## config.mk

```make
export PLATFORM = sky130hd
export DESIGN_NAME = branch_predictor_flat
export DESIGN_NICKNAME = d
export VERILOG_FILES = /design/src/rtl/branch_predictor_if.sv /design/src/rtl/branch_predictor.sv /design/src/flat_wrapper.sv
export SDC_FILE = /design/constraint.sdc
export NUM_CORES = 2
export LEC_CHECK = 0
export ABC_CLOCK_PERIOD_IN_PS = 7600
export CAP_MARGIN = 20
export CORE_UTILIZATION = 48
export CTS_CLUSTER_SIZE = 28
export DETAILED_ROUTE_END_ITERATION = 6
export GPL_TIMING_DRIVEN = 0
export SYNTH_ARGS = -nofsm -noshare
export SYNTH_HDL_FRONTEND = slang
export SYNTH_SLANG_ARGS = --single-unit
```

## constraint.sdc

```tcl
create_clock -name clk -period 7.6 [get_ports clk]
set_input_delay 0.76 -clock clk [delete_from_list [all_inputs] [get_ports clk]]
set_output_delay 0.76 -clock clk [all_outputs]
set_load 0.01 [all_outputs]
```

## src/rtl/branch_predictor_if.sv

```systemverilog
// Branch predictor port bundle shared by the IF/ID stages and the predictor.
//
// Signals:
//   lookupPC        PC currently in IF
//   predTaken       prediction: redirect fetch to predTarget
//   predTarget      predicted next PC
//   updateEn        a branch/jump resolved in ID this cycle
//   updatePC        PC of the resolved instruction
//   updateTaken     actual outcome
//   updateIsJump    resolved instruction is JAL/JALR
//   updateTarget    actual target (meaningful when updateTaken=1)
//   clearEn         invalidate every entry at the next edge (fence.i)
//   mispredictCount saturating count of mispredictions
//
// Modports: master = pipeline side, slave = predictor side.
interface branch_predictor_if #(
  parameter int ADDR_SIZE = 32,
  parameter int CNT_WIDTH = 32
);
  logic [ADDR_SIZE-1:0] lookupPC;
  logic                 predTaken;
  logic [ADDR_SIZE-1:0] predTarget;
  logic                 updateEn;
  logic [ADDR_SIZE-1:0] updatePC;
  logic                 updateTaken;
  logic                 updateIsJump;
  logic [ADDR_SIZE-1:0] updateTarget;
  logic                 clearEn;
  logic [CNT_WIDTH-1:0] mispredictCount;

  modport master (
    output lookupPC, updateEn, updatePC, updateTaken, updateIsJump,
           updateTarget, clearEn,
    input  predTaken, predTarget, mispredictCount
  );

  modport slave (
    input  lookupPC, updateEn, updatePC, updateTaken, updateIsJump,
           updateTarget, clearEn,
    output predTaken, predTarget, mispredictCount
  );
endinterface

```

## src/rtl/branch_predictor.sv

```systemverilog
// Branch target buffer with per-entry saturating direction counters.
// A combinational lookup port predicts the next fetch PC from the PC in IF;
// resolved branches/jumps from ID train the table through a second read
// port, and every misprediction bumps a saturating performance counter.
//
// Ports:
//   clk  rising-edge clock
//   rst  asynchronous, active-low reset (clears valid bits and the counter)
//   bus  branch_predictor_if.slave; its ADDR_SIZE/CNT_WIDTH must match the
//        parameters of this module
//
// Parameters: ADDR_SIZE (PC width), ENTRIES (power of two, >= 2),
//             CTR_BITS (direction counter width, >= 1), CNT_WIDTH.
module branch_predictor #(
  parameter int ADDR_SIZE = 32,
  parameter int ENTRIES   = 16,
  parameter int CTR_BITS  = 2,
  parameter int CNT_WIDTH = 32
) (
  input  logic               clk,
  input  logic               rst,
  branch_predictor_if.slave  bus
);

  localparam int IDX   = $clog2(ENTRIES);
  localparam int TAG_W = ADDR_SIZE - IDX - 2;

  localparam logic [CTR_BITS-1:0]  CTR_MAX  = '1;
  // Only the MSB set: the weakest counter value that still predicts taken.
  localparam logic [CTR_BITS-1:0]  CTR_WEAK = CTR_MAX ^ (CTR_MAX >> 1);
  localparam logic [ADDR_SIZE-1:0] PC_STEP  = ADDR_SIZE'(4);
  localparam logic [CNT_WIDTH-1:0] CNT_MAX  = '1;

  // Only the valid bits carry reset; the rest is plain RAM-style storage
  // whose contents are ignored while the matching valid bit is low.
  logic [ENTRIES-1:0]   valid_q;
  logic [TAG_W-1:0]     tag_mem    [ENTRIES];
  logic [ADDR_SIZE-1:0] target_mem [ENTRIES];
  logic [CTR_BITS-1:0]  ctr_mem    [ENTRIES];
  logic [CNT_WIDTH-1:0] count_q;

  // Lookup port
  logic [IDX-1:0]   look_idx;
  logic [TAG_W-1:0] look_tag;
  logic             look_hit;
  logic             look_taken;

  assign look_idx   = bus.lookupPC[IDX+1:2];
  assign look_tag   = bus.lookupPC[ADDR_SIZE-1:IDX+2];
  assign look_hit   = valid_q[look_idx] && (tag_mem[look_idx] == look_tag);
  assign look_taken = look_hit && ctr_mem[look_idx][CTR_BITS-1];

  assign bus.predTaken  = look_taken;
  assign bus.predTarget = look_taken ? target_mem[look_idx]
                                     : bus.lookupPC + PC_STEP;

  // Update port: reads the pre-update state of the resolved PC's entry
  logic [IDX-1:0]       upd_idx;
  logic [TAG_W-1:0]     upd_tag;
  logic                 upd_hit;
  logic [CTR_BITS-1:0]  upd_ctr;
  logic [ADDR_SIZE-1:0] upd_target;
  logic                 upd_pred_taken;
  logic                 mispredict;

  assign upd_idx        = bus.updatePC[IDX+1:2];
  assign upd_tag        = bus.updatePC[ADDR_SIZE-1:IDX+2];
  assign upd_hit        = valid_q[upd_idx] && (tag_mem[upd_idx] == upd_tag);
  assign upd_ctr        = ctr_mem[upd_idx];
  assign upd_target     = target_mem[upd_idx];
  assign upd_pred_taken = upd_hit && upd_ctr[CTR_BITS-1];

  // Wrong direction, or right "taken" direction but to the wrong place.
  assign mispredict = bus.updateEn &&
                      ((upd_pred_taken != bus.updateTaken) ||
                       (upd_pred_taken && bus.updateTaken &&
                        (upd_target != bus.updateTarget)));

  // Word-alignment bits never select an entry.
  logic unused_pc_bits;
  assign unused_pc_bits = ^{bus.lookupPC[1:0], bus.updatePC[1:0]};

  // Next contents of the indexed entry. A hit trains the counter; a taken
  // miss allocates over whatever lived at that index (aliasing replaces).
  // A clear in the same cycle drops the table write entirely.
  logic                 write_entry;
  logic [CTR_BITS-1:0]  ctr_next;
  logic [ADDR_SIZE-1:0] target_next;

  always_comb begin
    write_entry = 1'b0;
    ctr_next    = upd_ctr;
    target_next = upd_target;
    if (bus.updateEn && !bus.clearEn) begin
      if (upd_hit) begin
        write_entry = 1'b1;
        if (bus.updateIsJump) begin
          ctr_next    = CTR_MAX;
          target_next = bus.updateTarget;
        end else if (bus.updateTaken) begin
          ctr_next    = (upd_ctr == CTR_MAX) ? upd_ctr : upd_ctr + 1'b1;
          target_next = bus.updateTarget;
        end else begin
          ctr_next    = (upd_ctr == '0) ? upd_ctr : upd_ctr - 1'b1;
        end
      end else if (bus.updateTaken) begin
        write_entry = 1'b1;
        ctr_next    = bus.updateIsJump ? CTR_MAX : CTR_WEAK;
        target_next = bus.updateTarget;
      end
    end
  end

  // Entry payload storage, no reset.
  always_ff @(posedge clk) begin
    if (rst && write_entry) begin
      tag_mem[upd_idx]    <= upd_tag;
      target_mem[upd_idx] <= target_next;
      ctr_mem[upd_idx]    <= ctr_next;
    end
  end

  // Valid bits: cleared by reset or fence.i, set on allocation.
  always_ff @(posedge clk or negedge rst) begin
    if (!rst) begin
      valid_q <= '0;
    end else if (bus.clearEn) begin
      valid_q <= '0;
    end else if (write_entry) begin
      valid_q[upd_idx] <= 1'b1;
    end
  end

  // Mispredict counter, sticks at all ones; still counts during a clear.
  always_ff @(posedge clk or negedge rst) begin
    if (!rst) begin
      count_q <= '0;
    end else if (mispredict && (count_q != CNT_MAX)) begin
      count_q <= count_q + 1'b1;
    end
  end

  assign bus.mispredictCount = count_q;

endmodule

```

## src/flat_wrapper.sv

```systemverilog
// flat-port wrapper written by rule: the top's interface ports become plain ports
module branch_predictor_flat 
#(
  parameter int ADDR_SIZE = 32,
  parameter int ENTRIES   = 16,
  parameter int CTR_BITS  = 2,
  parameter int CNT_WIDTH = 32
)
  (clk, rst, bus_lookupPC, bus_updateEn, bus_updatePC, bus_updateTaken, bus_updateIsJump, bus_updateTarget, bus_clearEn, bus_predTaken, bus_predTarget, bus_mispredictCount);
  branch_predictor_if #(.ADDR_SIZE(ADDR_SIZE), .CNT_WIDTH(CNT_WIDTH)) bus_i ();
  input  logic clk;
  input  logic rst;
  input wire logic [$bits(bus_i.lookupPC)-1:0] bus_lookupPC;
  input wire logic [$bits(bus_i.updateEn)-1:0] bus_updateEn;
  input wire logic [$bits(bus_i.updatePC)-1:0] bus_updatePC;
  input wire logic [$bits(bus_i.updateTaken)-1:0] bus_updateTaken;
  input wire logic [$bits(bus_i.updateIsJump)-1:0] bus_updateIsJump;
  input wire logic [$bits(bus_i.updateTarget)-1:0] bus_updateTarget;
  input wire logic [$bits(bus_i.clearEn)-1:0] bus_clearEn;
  output wire logic [$bits(bus_i.predTaken)-1:0] bus_predTaken;
  output wire logic [$bits(bus_i.predTarget)-1:0] bus_predTarget;
  output wire logic [$bits(bus_i.mispredictCount)-1:0] bus_mispredictCount;
  assign bus_i.lookupPC = bus_lookupPC;
  assign bus_i.updateEn = bus_updateEn;
  assign bus_i.updatePC = bus_updatePC;
  assign bus_i.updateTaken = bus_updateTaken;
  assign bus_i.updateIsJump = bus_updateIsJump;
  assign bus_i.updateTarget = bus_updateTarget;
  assign bus_i.clearEn = bus_clearEn;
  assign bus_predTaken = bus_i.predTaken;
  assign bus_predTarget = bus_i.predTarget;
  assign bus_mispredictCount = bus_i.mispredictCount;
  branch_predictor #(.ADDR_SIZE(ADDR_SIZE), .ENTRIES(ENTRIES), .CTR_BITS(CTR_BITS), .CNT_WIDTH(CNT_WIDTH)) u_core (.clk(clk), .rst(rst), .bus(bus_i));
endmodule
```

==> key figures <==
Status
  – Outcome: finished clean

Drt
  – Detail Route Antenna Nets: 0
  – Via density: 7.06
  – DRC viols: 0
  – Wire per inst: 42.3 um
  – Vias: 31023
  – DRT Pass-1 Iters: 6
  – Drt initial violations: 4771
  – Wirelength, routed: 186 mm

Synthesis
  – Top cell type by total area after synthesis: edfxtp_1
  – Synth Area in Compound Gates: 2.59%
  – Synth Area in Simple Gates: 3.08%
  – Share of the synthesized area in the top cell type: 58.7%
  – Post-synthesis cell area: 49100 um2
  – Largest family of logic cells by synthesized area: multiplexers
  – Async SR Flop Fraction: 4.76%
  – Unique masters post-synth: 73
  – Number of synthesized flops with an enable pin: 960
  – YS warnings: 0
  – Proportion of synthesized area in mux cells: 27.9%
  – Adder-Cell Fraction of Synth Area: 0.0765%
  – Top_reg_cell synth: edfxtp_1
  – Syn_area_per_cell: 19.0 um2
  – Number of synthesized register bits: 1008
  – Largest cells by area after synthesis: edfxtp_1 59%, mux4_2 23%, mux2i_1 3.2%, dfrtp_1 2.4%, xnor2_1 1.9%
  – Register area share after synthesis: 61.2%
  – Cells after synthesis: 2577
  – Xor and xnor area share after synthesis: 2.91%
  – Syn_nets: 2682

Placed design
  – Detailed Place HPWL: 129 mm
  – Placed Cells: 4179
  – Port Buffers: 159
  – Setup WS pre-CTS: -780 ps
  – Gpl congestion: 0.910

GRT
  – Gr usage total: 36.2%
  – Largest net degree at the start of global routing: 28
  – Global-route wire length before repair: 252 mm
  – Initial antenna violation count: 5
  – Vias in the first global route: 30987
  – Total grt overflow: 0

Final layout
  – Layout cell share with drive strength beyond 1: 31.8%
  – Nets: 3047
  – Fill cell count: 7676
  – Non-filler cells, final: 4393
  – Area Overhead vs Synth: 17.7%

STA
  – Worst Skew: 27.9 ps
  – Final period utilization: 99.5%
  – RSZ-0062 raised after global routing: no
  – # setup viols final: 0
  – Setup TNS Final: 0 ps
  – Fin. max-slew vios: 0
  – Final Hold Fails: 0
  – Worst setup margin: 36.3 ps
  – Worst-margin pin slew: 1250 ps
  – Max Fclk: 0.132 GHz
  – Relative slew slack: 16.6%
  – Clock period minus worst slack: 7560 ps

Power
  – Power Density: 225 nW/um2
  – Peak VDD IR: 174 uV
  – Leak pwr: 0.0188 uW

Setup path
  – Reg-to-Reg Start: u_core.tag_mem[15][16]
  – Worst Path Required: 6840 ps
  – Slowest CP cell: clkbuf_1
  – Setup crit start: bus_lookupPC[3]
  – R2R Setup Slk: 1720 ps
  – CP endpoint kind: primary output
  – Reg2reg end: u_core.tag_mem[6][21]
  – Setup CP Type: input port to primary output
  – Largest stage delay, worst path: 930 ps
  – CP cell instances: clkdlybuf4s50_1 -> clkbuf_1 -> buf_2 -> buf_2 -> buf_2 -> clkbuf_2 -> clkbuf_1 -> clkbuf_1 -> mux4_2 -> mux4_2 -> mux2_2 -> clkdlybuf4s50_1
  – Worst Setup Start Kind: input port
  – Worst-path fanout max: 12
  – Reg2reg path depth: 13
  – Crit path capture: bus_predTarget[29]
  – Crit path DAT: 6800 ps

Floorplan
  – Die X: 322 um
  – Die Area: 104000 um2
  – Die extent in y: 322 um
  – Area of the core: 101000 um2
  – # rows: 116
  – Starting Density: 48.7%
  – I/O pin count: 167

Clock tree
  – Hold_buf cts: 0
  – Clk Latency, worst-skew pair: 720 ps
  – Clock Sink Count: 1008
  – TritonCTS clock tree: built
  – Num CTS Buffers: 108
  – H-tree depth: 3
  – Largest buffer count on any clock path: 3
  – Reg clk slew, reported paths: 60 ps
  – Root Driver: clkbuf_16

Worst hold path
  – Hold Crit Class: input port to asynchronous set/reset pin

Job
  – Max Cap Viol: 0
placed cells by master, fill, tap and decap left out, drive strengths merged, types with 55 or more instances in the layout:
| cell type | netlist | routed |
|---|---|---|
| buf | 120 | 214 |
| nor2 | 56 | 56 |
| mux2 | 62 | 62 |
| nand2 | 82 | 82 |
| mux2i | 160 | 160 |
| xor2 | 55 | 55 |
| mux4 | 505 | 505 |
| xnor2 | 107 | 107 |
| clkdlybuf4s50 | 0 | 158 |
| edfxtp | 960 | 960 |
| clkbuf | 50 | 189 |
final cells by class:
type                       count  area (um2)  share of cell area [%]
multi-input combinational   1362       18100                    31.3
inverter                      37         139                   0.240
timing repair buffer         255        3330                    5.76
sequential                  1008       30000                    52.0
clock buffer                 136        2910                    5.04
tap                         1357        1700                    2.94
buffer                       170         988                    1.71
clock inverter                61         583                    1.01
antenna                        7        17.5                  0.0303
power breakdown:
part	leakage (uW)	switching (uW)	internal, uW
logic	0.00787	904	591
clock network	0.00170	2270	3040
registers	0.00925	34.8	6180
total	0.0188	3210	9810
metal layers:
layer / GRT usage [%] / vias up / part of all wire, %
met1: 47.0 / 16325 / 36
met5: 0 / - / 0.022
met4: 19.2 / 6 / 6.1
met2: 56.2 / 2503 / 46
li1: - / 11662 / -
met3: 9.55 / 527 / 12
metrics by stage:
step	total power, uW	util [%]	hold WS, ps	instance area [um2]
finish	13000	57.3	73.0	57800
CTS	13000	57.3	54.2	57700
detailed placement	7790	53.8	476	54200
global route	13300	57.3	101	57700
floorplan	7100	-	464	49100
global placement	7730	52.0	473	52400
cell families (layout without fill, tap and decap cells):
logic type / Yosys count / count (layout)
muxes: 727 / 727
adders and majority gates: 3 / 3
AOI/OAI and AO/OA: 174 / 174
DFF: 1008 / 1008
buffers and inverters: 207 / 659
other: 0 / 7
xor gates and xnor gates: 162 / 162
and+or+nand+nor: 296 / 296
synthesized netlist by cell type (7+ instances only):
library cell and n:
nand4_1 22, clkbuf_1 50, nor4_1 8, buf_2 55, nand2_1 80, mux2i_1 159
edfxtp_1 960, o22ai_1 16, mux4_2 503, buf_1 23, o211ai_1 7, dfrtp_1 48
nor3_1 19, o21ai_0 22, nor2b_1 15, nand3_1 51, and3_1 20, xnor2_1 106
a22o_1 15, a21oi_1 21, xor2_1 55, buf_6 20, nor2_1 46, a221oi_1 7
inv_1 35, mux2_2 57, a22oi_1 47, buf_4 17, a211oi_1 7, nor2_2 10
worst min path at each step:
stage                                                end  slack, ps
after floorplan            u_core.bus.mispredictCount[0]        460
after global placement    u_core.bus.mispredictCount[12]        470
after detailed placement   u_core.bus.mispredictCount[8]        480
after CTS                  u_core.bus.mispredictCount[3]         50
after global routing      u_core.bus.mispredictCount[13]        100
final                      u_core.bus.mispredictCount[0]         70
state kept, by name, summed over array words and instances (netlist names):
register / cells
u_core.valid_q: 16
u_core.target_mem: 512
u_core.tag_mem: 416
u_core.bus.mispredictCount: 32
u_core.ctr_mem: 32
worst max-delay path: cells and delay by family:
family | cells | cell delay [ps]
mux | 3 | 1430
buf+inv | 9 | 4560
what timing repair did:
item                       CTS  global route
hold endpoints to repair     0             0
setup endpoints to repair   33             0
buffers inserted             2             0
resized for setup            3             0
Note: power is estimated with default switching activity, not from simulation.
